`src/rtl/adc_responder.sv`:
```
// adc_responder
//   Stand-in for the dual-output serial ADC on the far side of the pong ADC
//   pins. It follows the controller's ADC_CS_N / ADC_SCLK framing and shifts
//   two DATA_W-bit samples out on ADC_DOUT, changing on SCLK falling edges so
//   the controller can sample on the rising edges. Samples are taken from
//   parallel inputs, for example paddle position counters.
//
//   Ports
//     clock_50MHz            system clock, rising edge
//     RESET_n                asynchronous active-low reset
//     ADC_CS_N, ADC_SCLK     frame select / serial clock from the controller
//     ADC_SEL                0: vin1 pair, 1: vin2 pair
//     ADC_UB                 1: two's complement output (sample MSB inverted)
//     ADC_SD, ADC_REFSEL,
//     ADC_CNVST              reserved, ignored
//     vin1_a/b, vin2_a/b     parallel samples
//     ADC_DOUT               serial data, bit0 = channel A, bit1 = channel B
//     busy                   frame in progress
//     frame_done             one-cycle pulse when a frame completes
//     aborted                one-cycle pulse when CS_N rises mid-frame
//     frame_count            completed frames, wraps at 256
//
//   Build option
//     ADC_RESPONDER_NOISE_EN adds a +1/0/0/-1 LSB dither, driven by a 16-bit
//                            LFSR stepped at every frame start, to each
//                            latched sample (saturating at 0 and full scale).

module adc_responder #(
  parameter int unsigned DATA_W      = 12,
  parameter int unsigned LEAD_ZEROS  = 2,
  parameter int unsigned SYNC_STAGES = 2   // must be at least 2
) (
  input  logic              clock_50MHz,
  input  logic              RESET_n,
  input  logic              ADC_CS_N,
  input  logic              ADC_SCLK,
  input  logic              ADC_SEL,
  input  logic              ADC_UB,
  input  logic              ADC_SD,
  input  logic              ADC_REFSEL,
  input  logic              ADC_CNVST,
  input  logic [DATA_W-1:0] vin1_a,
  input  logic [DATA_W-1:0] vin1_b,
  input  logic [DATA_W-1:0] vin2_a,
  input  logic [DATA_W-1:0] vin2_b,
  output logic [1:0]        ADC_DOUT,
  output logic              busy,
  output logic              frame_done,
  output logic              aborted,
  output logic [7:0]        frame_count
);

  localparam int unsigned FRAME_BITS = LEAD_ZEROS + DATA_W;
  localparam int unsigned CNT_W      = $clog2(FRAME_BITS + 1);

  typedef enum logic [1:0] {IDLE, SHIFT, TAIL} state_t;

  logic unused_pins;
  assign unused_pins = ^{ADC_SD, ADC_REFSEL, ADC_CNVST};

  // ---------------------------------------------------------------------
  // Pin synchronizers and edge detection
  // ---------------------------------------------------------------------
  logic [SYNC_STAGES-1:0] cs_sync_q, sclk_sync_q, fill_q;
  logic                   cs_prev_q, sclk_prev_q, armed_q;
  logic                   cs_s, sclk_s, cs_fall, cs_rise, sclk_fall;

  assign cs_s   = cs_sync_q[SYNC_STAGES-1];
  assign sclk_s = sclk_sync_q[SYNC_STAGES-1];

  always_ff @(posedge clock_50MHz or negedge RESET_n) begin
    if (!RESET_n) begin
      cs_sync_q   <= '1;
      sclk_sync_q <= '1;
      cs_prev_q   <= 1'b1;
      sclk_prev_q <= 1'b1;
      fill_q      <= '0;
      armed_q     <= 1'b0;
    end else begin
      cs_sync_q   <= {cs_sync_q[SYNC_STAGES-2:0], ADC_CS_N};
      sclk_sync_q <= {sclk_sync_q[SYNC_STAGES-2:0], ADC_SCLK};
      cs_prev_q   <= cs_s;
      sclk_prev_q <= sclk_s;
      fill_q      <= {fill_q[SYNC_STAGES-2:0], 1'b1};
      // The synchronizers reset to 1, so a CS_N held low through reset would
      // look like a falling edge. Only arm once the flushed chain shows a
      // genuine high on CS_N.
      if (fill_q[SYNC_STAGES-1] && cs_s) begin
        armed_q <= 1'b1;
      end
    end
  end

  assign cs_fall   = armed_q & cs_prev_q & ~cs_s;
  assign cs_rise   = ~cs_prev_q & cs_s;
  assign sclk_fall = sclk_prev_q & ~sclk_s;

  // ---------------------------------------------------------------------
  // Sample selection for the next frame
  // ---------------------------------------------------------------------
  logic [DATA_W-1:0] pick_a, pick_b, adj_a, adj_b, ub_mask;
  logic [DATA_W-1:0] shadow_a_d, shadow_b_d;

`ifdef ADC_RESPONDER_NOISE_EN
  logic [15:0] lfsr_q, lfsr_d;

  // x^16 + x^14 + x^13 + x^11 + 1
  assign lfsr_d = {lfsr_q[14:0], lfsr_q[15] ^ lfsr_q[13] ^ lfsr_q[12] ^ lfsr_q[10]};

  function automatic logic [DATA_W-1:0] dither(input logic [DATA_W-1:0] v,
                                               input logic [1:0]        sel);
    logic [DATA_W-1:0] r;
    r = v;
    if (sel == 2'b00 && v != '1) r = v + DATA_W'(1);
    if (sel == 2'b11 && v != '0) r = v - DATA_W'(1);
    return r;
  endfunction
`endif

  always_comb begin
    pick_a  = ADC_SEL ? vin2_a : vin1_a;
    pick_b  = ADC_SEL ? vin2_b : vin1_b;
`ifdef ADC_RESPONDER_NOISE_EN
    adj_a   = dither(pick_a, lfsr_q[1:0]);
    adj_b   = dither(pick_b, lfsr_q[1:0]);
`else
    adj_a   = pick_a;
    adj_b   = pick_b;
`endif
    ub_mask    = {ADC_UB, {(DATA_W-1){1'b0}}};
    shadow_a_d = adj_a ^ ub_mask;
    shadow_b_d = adj_b ^ ub_mask;
  end

  // ---------------------------------------------------------------------
  // Frame FSM
  // ---------------------------------------------------------------------
  state_t            state_q;
  logic [CNT_W-1:0]  bit_cnt_q, cnt_d;
  logic [DATA_W-1:0] shift_a_q, shift_b_q;
  logic              in_data;

  assign cnt_d   = bit_cnt_q + CNT_W'(1);
  assign in_data = (cnt_d >= CNT_W'(LEAD_ZEROS)) && (cnt_d < CNT_W'(FRAME_BITS));

  always_ff @(posedge clock_50MHz or negedge RESET_n) begin
    if (!RESET_n) begin
      state_q     <= IDLE;
      ADC_DOUT    <= 2'b00;
      busy        <= 1'b0;
      frame_done  <= 1'b0;
      aborted     <= 1'b0;
      frame_count <= '0;
      bit_cnt_q   <= '0;
      shift_a_q   <= '0;
      shift_b_q   <= '0;
`ifdef ADC_RESPONDER_NOISE_EN
      lfsr_q      <= 16'hACE1;
`endif
    end else begin
      frame_done <= 1'b0;
      aborted    <= 1'b0;
      case (state_q)
        IDLE: begin
          ADC_DOUT <= 2'b00;
          busy     <= 1'b0;
          if (cs_fall) begin
            // Working copies of the samples; they shift left so the current
            // data bit is always at the MSB. Pin changes after this point
            // cannot reach the frame.
            shift_a_q <= shadow_a_d;
            shift_b_q <= shadow_b_d;
            bit_cnt_q <= '0;
            busy      <= 1'b1;
            state_q   <= SHIFT;
`ifdef ADC_RESPONDER_NOISE_EN
            lfsr_q    <= lfsr_d;
`endif
          end
        end
        SHIFT: begin
          // CS_N rising takes priority over a coincident SCLK fall.
          if (cs_rise) begin
            ADC_DOUT <= 2'b00;
            busy     <= 1'b0;
            aborted  <= 1'b1;
            state_q  <= IDLE;
          end else if (sclk_fall) begin
            bit_cnt_q <= cnt_d;
            if (cnt_d == CNT_W'(FRAME_BITS)) begin
              ADC_DOUT    <= 2'b00;
              frame_done  <= 1'b1;
              frame_count <= frame_count + 8'd1;
              state_q     <= TAIL;
            end else if (in_data) begin
              ADC_DOUT  <= {shift_b_q[DATA_W-1], shift_a_q[DATA_W-1]};
              shift_a_q <= shift_a_q << 1;
              shift_b_q <= shift_b_q << 1;
            end else begin
              ADC_DOUT <= 2'b00;
            end
          end
        end
        TAIL: begin
          ADC_DOUT <= 2'b00;
          if (cs_rise) begin
            busy    <= 1'b0;
            state_q <= IDLE;
          end
        end
        default: begin
          ADC_DOUT <= 2'b00;
          busy     <= 1'b0;
          state_q  <= IDLE;
        end
      endcase
    end
  end

endmodule

```
`config.mk`:
```
export PLATFORM = sky130hd
export DESIGN_NAME = adc_responder
export DESIGN_NICKNAME = d
export VERILOG_FILES = /design/src/rtl/adc_responder.sv
export SDC_FILE = /design/constraint.sdc
export NUM_CORES = 1
export LEC_CHECK = 0
export BUFFER_PORTS_ARGS = -buffer_cell sky130_fd_sc_hd__buf_2
export CAP_MARGIN = 0
export CORE_MARGIN = 5
export CORE_UTILIZATION = 47
export CTS_CLUSTER_SIZE = 24
export DETAILED_ROUTE_END_ITERATION = 10
export PLACE_DENSITY = 0.78
export SYNTH_ARGS = -nofsm -noshare
export SYNTH_HDL_FRONTEND = slang
export SYNTH_SLANG_ARGS = --single-unit
```
`constraint.sdc`:
```
create_clock -name clock_50MHz -period 5.8 [get_ports clock_50MHz]
set_input_delay 1.16 -clock clock_50MHz [delete_from_list [all_inputs] [get_ports clock_50MHz]]
set_output_delay 1.16 -clock clock_50MHz [all_outputs]
set_load 0.02 [all_outputs]
```
==> results.yml, run 1 <==
setup_path:
  critPathCaptureType: "flip-flop"
  critical_path_class: "reg -> reg"
  crit_required_ns: 5.98
  arrival_ns: 2.99
  worstPathCellList: "inv_1 -> ha_1 -> buf_4 -> a221oi_1 -> a21oi_2 -> a31o_1 -> buf_4 -> mux2_2"
  crit_slowest_cell: "buf_4"
  cpMostUsedCell: "buf_4"
  critPathMaxStageDelay_ns: 0.42
  critPathMaxFanout: 48
  startpoint_type: "flip-flop"
cells_and_area:
  finish.instance_area_mm2: 0.00322
  regArea_mm2: 0.00131
  final_common_cell: "buf_2"
  antenna_cells: 0
  drive_gt1_share_pct: 36.9
  final_cell_mix: "buf_2, dfrtp_1, nand2_1"
  syn2layout_area_growth_pct: 15.3
  layout.nets: 371
  fillers: 522
  multi_input_area_mm2: 0.00135
floorplan:
  die-area_mm2: 0.00759
  die_w_um: 87.1
  boundaryPins: 70
  rows: 28
  start_util_pct: 47.8
  die_height_um: 87.1
  core_area_mm2: 0.00585
sta:
  worst_slew_pin_slew_ns: 0.692
  post-route-min-period_ns: 2.81
  max_slew_margin_pct: 53.5
  fmax_ghz: 0.356
  rsz0062_at_grt: "no"
  setup_viol: 0
  slew_violations: 0
  hold_viol: 0
  finClkSkew_ns: 0.0116
  fin_crit_sh_pct: 48.4
  setup_tns_ns: 0
cts:
  post_cts_buffers: 0
  cts_tree: "done"
  post_cts_resized: 0
  cts_root_buf: "clkbuf_8"
  cts_hold_repair.buffers: 0
  clockBufferDepth: 2
  clk_pin_slew_ns: 0.09
  clock-sinks: 52
  cts_buffers: 5
  worstSkewPairLatency_ns: 0.30
  htree_levels: 2
global_routing:
  grt_start_max_net_pins: 53
  grt_antenna_before_repair: 0
  overflow: 0
  grt_use_total_pct: 14.4
  grt_first_pass_wirelength_um: 8850
  grt_pass1_vias: 2058
synthesis:
  synthFlopType: "dfrtp_1"
  synth_area_mm2: 0.00280
  seq_area_frac_synth_pct: 46.8
  yosysUniqueCellTypes: 50
  synth_edf_count: 0
  avgSynthCellArea_um2: 11.4
  synth_warnings: 0
  syn_inst: 245
  syn_nets: 308
  async_flop_share_pct: 100
  ys_seq_elements: 52
routing:
  via_per_inst: 5.16
  routedWlPerCell_um: 13.6
  ant_nets: 0
  routed_wl_um: 5210
  drc_errors: 0
  num_vias: 1981
  first_iter_violations: 126
  dr.pass1.iters: 4
placed_design:
  postPlaceCellArea_mm2: 0.00313
  dpl.hpwl_um: 3820
  gp_congestion: 0.828
  placement.io_buffers: 66
power:
  power_density_mw_per_mm2: 413
  ir_drop_mv: 0.185
  p_leak_uw: 0.00165
run_status:
  outcome: "completed"
run:
  drv_cap: 0
worst_hold_path:
  hp-class: "reg -> reg"
-- metal layers --
metal | GRT usage (%) | up-vias | wire length [um]
li1 | - | 993 | -
met1 | 17.6 | 954 | 2200
met2 | 25.9 | 30 | 2840
met3 | 1.80 | 4 | 132
met4 | 5.16 | 0 | 43
met5 | 0 | - | 0
-- cell usage after synthesis, types with 4 or more instances --
cell type  number  area share (%)
nand3_1         9             1.6
inv_1           6            0.81
mux2_4         18             9.7
o21ai_0        27             4.8
xor2_1          5             1.6
mux2_2          5             2.0
xnor2_1         5             1.6
dfrtp_1        46              41
mux2i_1        25             8.9
ha_1            6             2.7
a21oi_1         4            0.72
nand2_1        31             4.2
dfstp_2         6             5.6
clkbuf_1        4            0.54
-- critical path, delay by kind of cell (launching register included) --
| kind | cells | cell delay (ns) |
|---|---|---|
| adder cells (fa/ha/maj) | 1 | 0.32 |
| multiplexers | 1 | 0.38 |
| AO/OA/AOI/OAI | 3 | 0.72 |
| buffers and inverters | 3 | 0.87 |
| flip-flops | 1 | 0.40 |
-- layout make-up --
class,count,area share (%)
inverter,6,0.699
clock inverter,2,0.427
clock buffer,6,2.56
tap,75,2.91
multi-input combinational,174,41.8
sequential,52,40.6
timing repair buffer,69,10.9
-- state kept, by name, summed over array words and instances (netlist names) --
signal / flops
ADC_DOUT: 2
aborted: 1
armed_q: 1
bit_cnt_q: 4
busy: 1
cs_prev_q: 1
cs_sync_q: 2
fill_q: 2
frame_count: 8
frame_done: 1
sclk_prev_q: 1
sclk_sync_q: 2
shift_a_q: 12
shift_b_q: 12
state_q: 2
-- power breakdown --
group          switching [uW]  total (uW)  leakage, uW  internal, uW
clock network             116         214    0.0000516          97.7
registers                76.5         554     0.000637           477
logic                     265         563     0.000957           298
total                     458        1330      0.00165           873
-- per-stage QoR --
| stage | hold WS (ns) | std cells | power [uW] | setup slack, ns | utilization (%) |
|---|---|---|---|---|---|
| floorplan | 0.331 | 245 | 1050 | 3.44 | - |
| global placement | 0.332 | 376 | 1100 | 3.06 | 53.4 |
| detailed placement | 0.337 | 376 | 1130 | 3.00 | 53.4 |
| CTS | 0.359 | 384 | 1350 | 2.99 | 55.1 |
| global route | 0.365 | 384 | 1430 | 2.78 | 55.1 |
| finish | 0.357 | 384 | 1330 | 2.99 | 55.1 |
-- path summary, 6_finish.rpt --
check | end | cells past startpoint | slack (ns) | startpoint
worst max-delay path | shift_a_q[9] | 8 | 2.99 | state_q[1]
worst min-delay path | fill_q[1] | 0 | 0.36 | fill_q[0]
worst max register to register | shift_a_q[9] | 8 | 2.99 | state_q[1]
worst min register to register | fill_q[1] | 0 | 0.36 | fill_q[0]
max in group asynchronous | shift_a_q[10] | 2 | 4.42 | RESET_n
min in group asynchronous | ADC_DOUT[1] | 2 | 0.96 | RESET_n
-- logic make-up (layout without fill, tap and decap cells) --
| family | after synthesis | after routing | synth area share [%] |
|---|---|---|---|
| adders and majority gates | 6 | 6 | 2.68 |
| other | 1 | 1 | 0.134 |
| AOI/OAI and AO/OA | 46 | 46 | 9.98 |
| DFF | 52 | 52 | 46.8 |
| buffers and inverters | 19 | 83 | 4.97 |
| xor gates and xnor gates | 10 | 10 | 3.13 |
| and+or+nand+nor | 63 | 63 | 11.7 |
| muxes | 48 | 48 | 20.6 |
Power figures use the tool's default switching activity.
==> run 2, diff against run 1 <==
- ABC_AREA: unset -> 1
- clock period: 5.8 -> 2.9 ns (I/O delays scaled with it)
==> run 2 against run 1 <==
Effect of this change:
- sequential power grew 91%
- register-to-register slack lost 2.2 ns
- largest power group unchanged
- worst hold slack gained 0.0027 ns
- via count grew 28%
- non-clock buffer count is the same
- largest cell class is now flip-flops and latches
- combinational power grew 94%
- power grew 98%
==> results.yml, run 2 <==
cells_and_area:
  fillers: 552
  drive_gt1_share_pct: 21.2
  layout.nets: 496
  final_cell_mix: "nand2_1, buf_2, dfrtp_1"
  largestRegisters: "shift_a_q: 12 flops, shift_b_q: 12 flops, frame_count: 8 flops"
  multi_input_area_mm2: 0.00130
  regArea_mm2: 0.00131
  final_common_cell: "nand2_1"
  syn2layout_area_growth_pct: 15.9
  antenna_cells: 0
  fin_cells: 509
cts:
  clock-sinks: 52
  cts_tree: "done"
  worstSkewPairLatency_ns: 0.30
  post_cts_resized: 0
  post_cts_buffers: 0
  clockBufferDepth: 2
  cts_root_buf: "clkbuf_8"
  cts_buffers: 5
  cts_hold_repair.buffers: 0
  clk_pin_slew_ns: 0.09
  htree_levels: 2
power:
  p_sw_uw: 1070
  p_leak_uw: 0.00175
  internal-power_uw: 1570
  p_comb_share_pct: 41.4
  power_frac_seq_pct: 40.0
  power_density_mw_per_mm2: 811
  swShare_pct: 40.6
  clkPwrFrac_pct: 18.5
  ir_drop_mv: 0.391
sta:
  setup_viol: 0
  fin_crit_sh_pct: 72.9
  finClkSkew_ns: 0.00524
  worst_slew_pin_slew_ns: 0.683
  post-route-min-period_ns: 2.11
  hold_viol: 0
  fmax_ghz: 0.473
  slew_violations: 0
  rsz0062_at_grt: "no"
  max_slew_margin_pct: 54.4
  whs_ns: 0.359
  setup_tns_ns: 0
run:
  drv_cap: 0
synthesis:
  avgSynthCellArea_um2: 7.48
  synth.most_common_cell: "nand2_1"
  yosysUniqueCellTypes: 30
  seq_area_frac_synth_pct: 46.6
  yosys.area_share.simple_pct: 34.4
  synth_area_mm2: 0.00281
  synth_top_family_by_area: "simple AND/OR/NAND/NOR gates"
  synthTopCellsByCount: "nand2_1, dfrtp_1, nand3_1"
  synth_edf_count: 0
  async_flop_share_pct: 100
  synthFlopType: "dfrtp_1"
  synthMuxAreaShare_pct: 0.401
  ys_seq_elements: 52
  syn_inst: 375
  synth_top_area_cell: "dfrtp_1"
  synthAdderAreaFrac_pct: 2.67
  synth.area.top_cells: "dfrtp_1, nand2_1, nand3_1"
  synth_top_area_share_pct: 41.0
  synthXorXnorAreaFrac_pct: 1.25
  synth_warnings: 0
  synth_compound_area_share_pct: 7.45
  syn_nets: 438
setup_path:
  startpoint_type: "flip-flop"
  arrival_ns: 2.36
  critical_path_class: "reg -> reg"
  critPathCaptureType: "flip-flop"
  critPathMaxFanout: 25
  crit_required_ns: 3.14
global_routing:
  grt_start_max_net_pins: 53
  grt_first_pass_wirelength_um: 10700
  grt_use_total_pct: 17.4
  grt_pass1_vias: 2517
  grt_antenna_before_repair: 0
  overflow: 0
routing:
  ant_nets: 0
  first_iter_violations: 163
  wl_met3_um: 361
  top_layer_used: "met4"
  routedWlPerCell_um: 11.7
  routed_wl_um: 5950
  num_vias: 2528
  drc_errors: 0
  dr.pass1.iters: 4
  via_per_inst: 4.97
  wl_met1_um: 2700
  met2_length_um: 2810
floorplan:
  boundaryPins: 70
  die_height_um: 87.3
  start_util_pct: 48.0
  die_w_um: 87.3
  die-area_mm2: 0.00762
  rows: 28
  core_area_mm2: 0.00585
worst_hold_path:
  hp-class: "reg -> reg"
placed_design:
  dpl.hpwl_um: 4330
  gp_congestion: 0.845
  placement.io_buffers: 66
  placed_cells: 501
run_status:
  outcome: "completed"
-- run 2: changes by cell type after synthesis, sizes merged, moves of 3 or more --
| cell | before | now |
|---|---|---|
| inv | 6 | 23 |
| buf | 7 | 13 |
| xor2 | 5 | 1 |
| a21oi | 5 | 0 |
| nand2 | 31 | 156 |
| o2bb2ai | 3 | 0 |
| o21ai | 27 | 13 |
| mux2 | 23 | 1 |
| nand2b | 3 | 0 |
| mux2i | 25 | 0 |
| nand3 | 9 | 39 |
| a31oi | 0 | 20 |
| nor2 | 3 | 35 |
-- run 2: metal layers --
| metal | global-route usage [%] | vias to the layer above |
|---|---|---|
| li1 | - | 1310 |
| met1 | 22.0 | 1142 |
| met2 | 29.5 | 68 |
| met3 | 4.26 | 8 |
| met4 | 5.16 | 0 |
| met5 | 0 | - |
-- run 2: cell type report --
type | count | area share [%]
clock inverters | 3 | 1.31
flip-flops and latches | 52 | 40.2
repair buffers | 69 | 10.9
inverters | 23 | 2.65
multi-input cells | 282 | 39.9
well taps | 75 | 2.89
clock buffers | 5 | 2.12
-- run 2: logic make-up (layout without fill, tap and decap cells) --
group / Yosys count / in the layout
AOI/OAI and AO/OA: 35 / 35
other: 1 / 1
adders and majority gates: 6 / 6
and+or+nand+nor: 235 / 235
buffers and inverters: 41 / 100
xor gates and xnor gates: 4 / 4
muxes: 1 / 1
DFF: 52 / 52
-- run 2: power by group through the flow --
| stage | Combinational, uW | Clock, uW | Sequential [uW] |
|---|---|---|---|
| detailed placement | 1110 | 0 | 1060 |
| CTS | 1100 | 503 | 1060 |
| global route | 1280 | 534 | 1080 |
| global placement | 1060 | 0 | 1060 |
| finish | 1090 | 489 | 1060 |
| floorplan | 935 | 0 | 1050 |
-- run 2: path summary, 6_finish.rpt --
kind,end,depth (start not counted),slack (ns),from
setup / recovery,shift_b_q[9],10,0.79,bit_cnt_q[1]
hold / removal,fill_q[1],0,0.36,fill_q[0]
setup reg to reg,shift_b_q[9],10,0.79,bit_cnt_q[1]
hold reg to reg,fill_q[1],0,0.36,fill_q[0]
max in group asynchronous,shift_b_q[11],2,2.08,RESET_n
min in group asynchronous,shift_a_q[5],2,0.38,RESET_n
-- run 2: metrics by stage --
stage	instance area (um^2)	total power, uW	worst slack [ns]	util (%)
6_report	3250	2640	0.785	55.6
5_1_grt	3250	2890	0.476	55.6
4_1_cts	3250	2660	0.789	55.6
3_5_place_dp	3140	2170	0.792	53.7
3_3_place_gp	3140	2120	0.839	53.7
2_1_floorplan	2810	1980	1.36	-
-- run 2: critical path, cell delays in order, from the launching register on --
cell and delay [ns]:
dfrtp_1 0.43, inv_1 0.08, ha_1 0.33, nand2_1 0.06
nor2_1 0.12, nand2_1 0.07, nand2_1 0.11, nand2_2 0.32
nand2_4 0.36, nand2_1 0.10, nand2_1 0.08
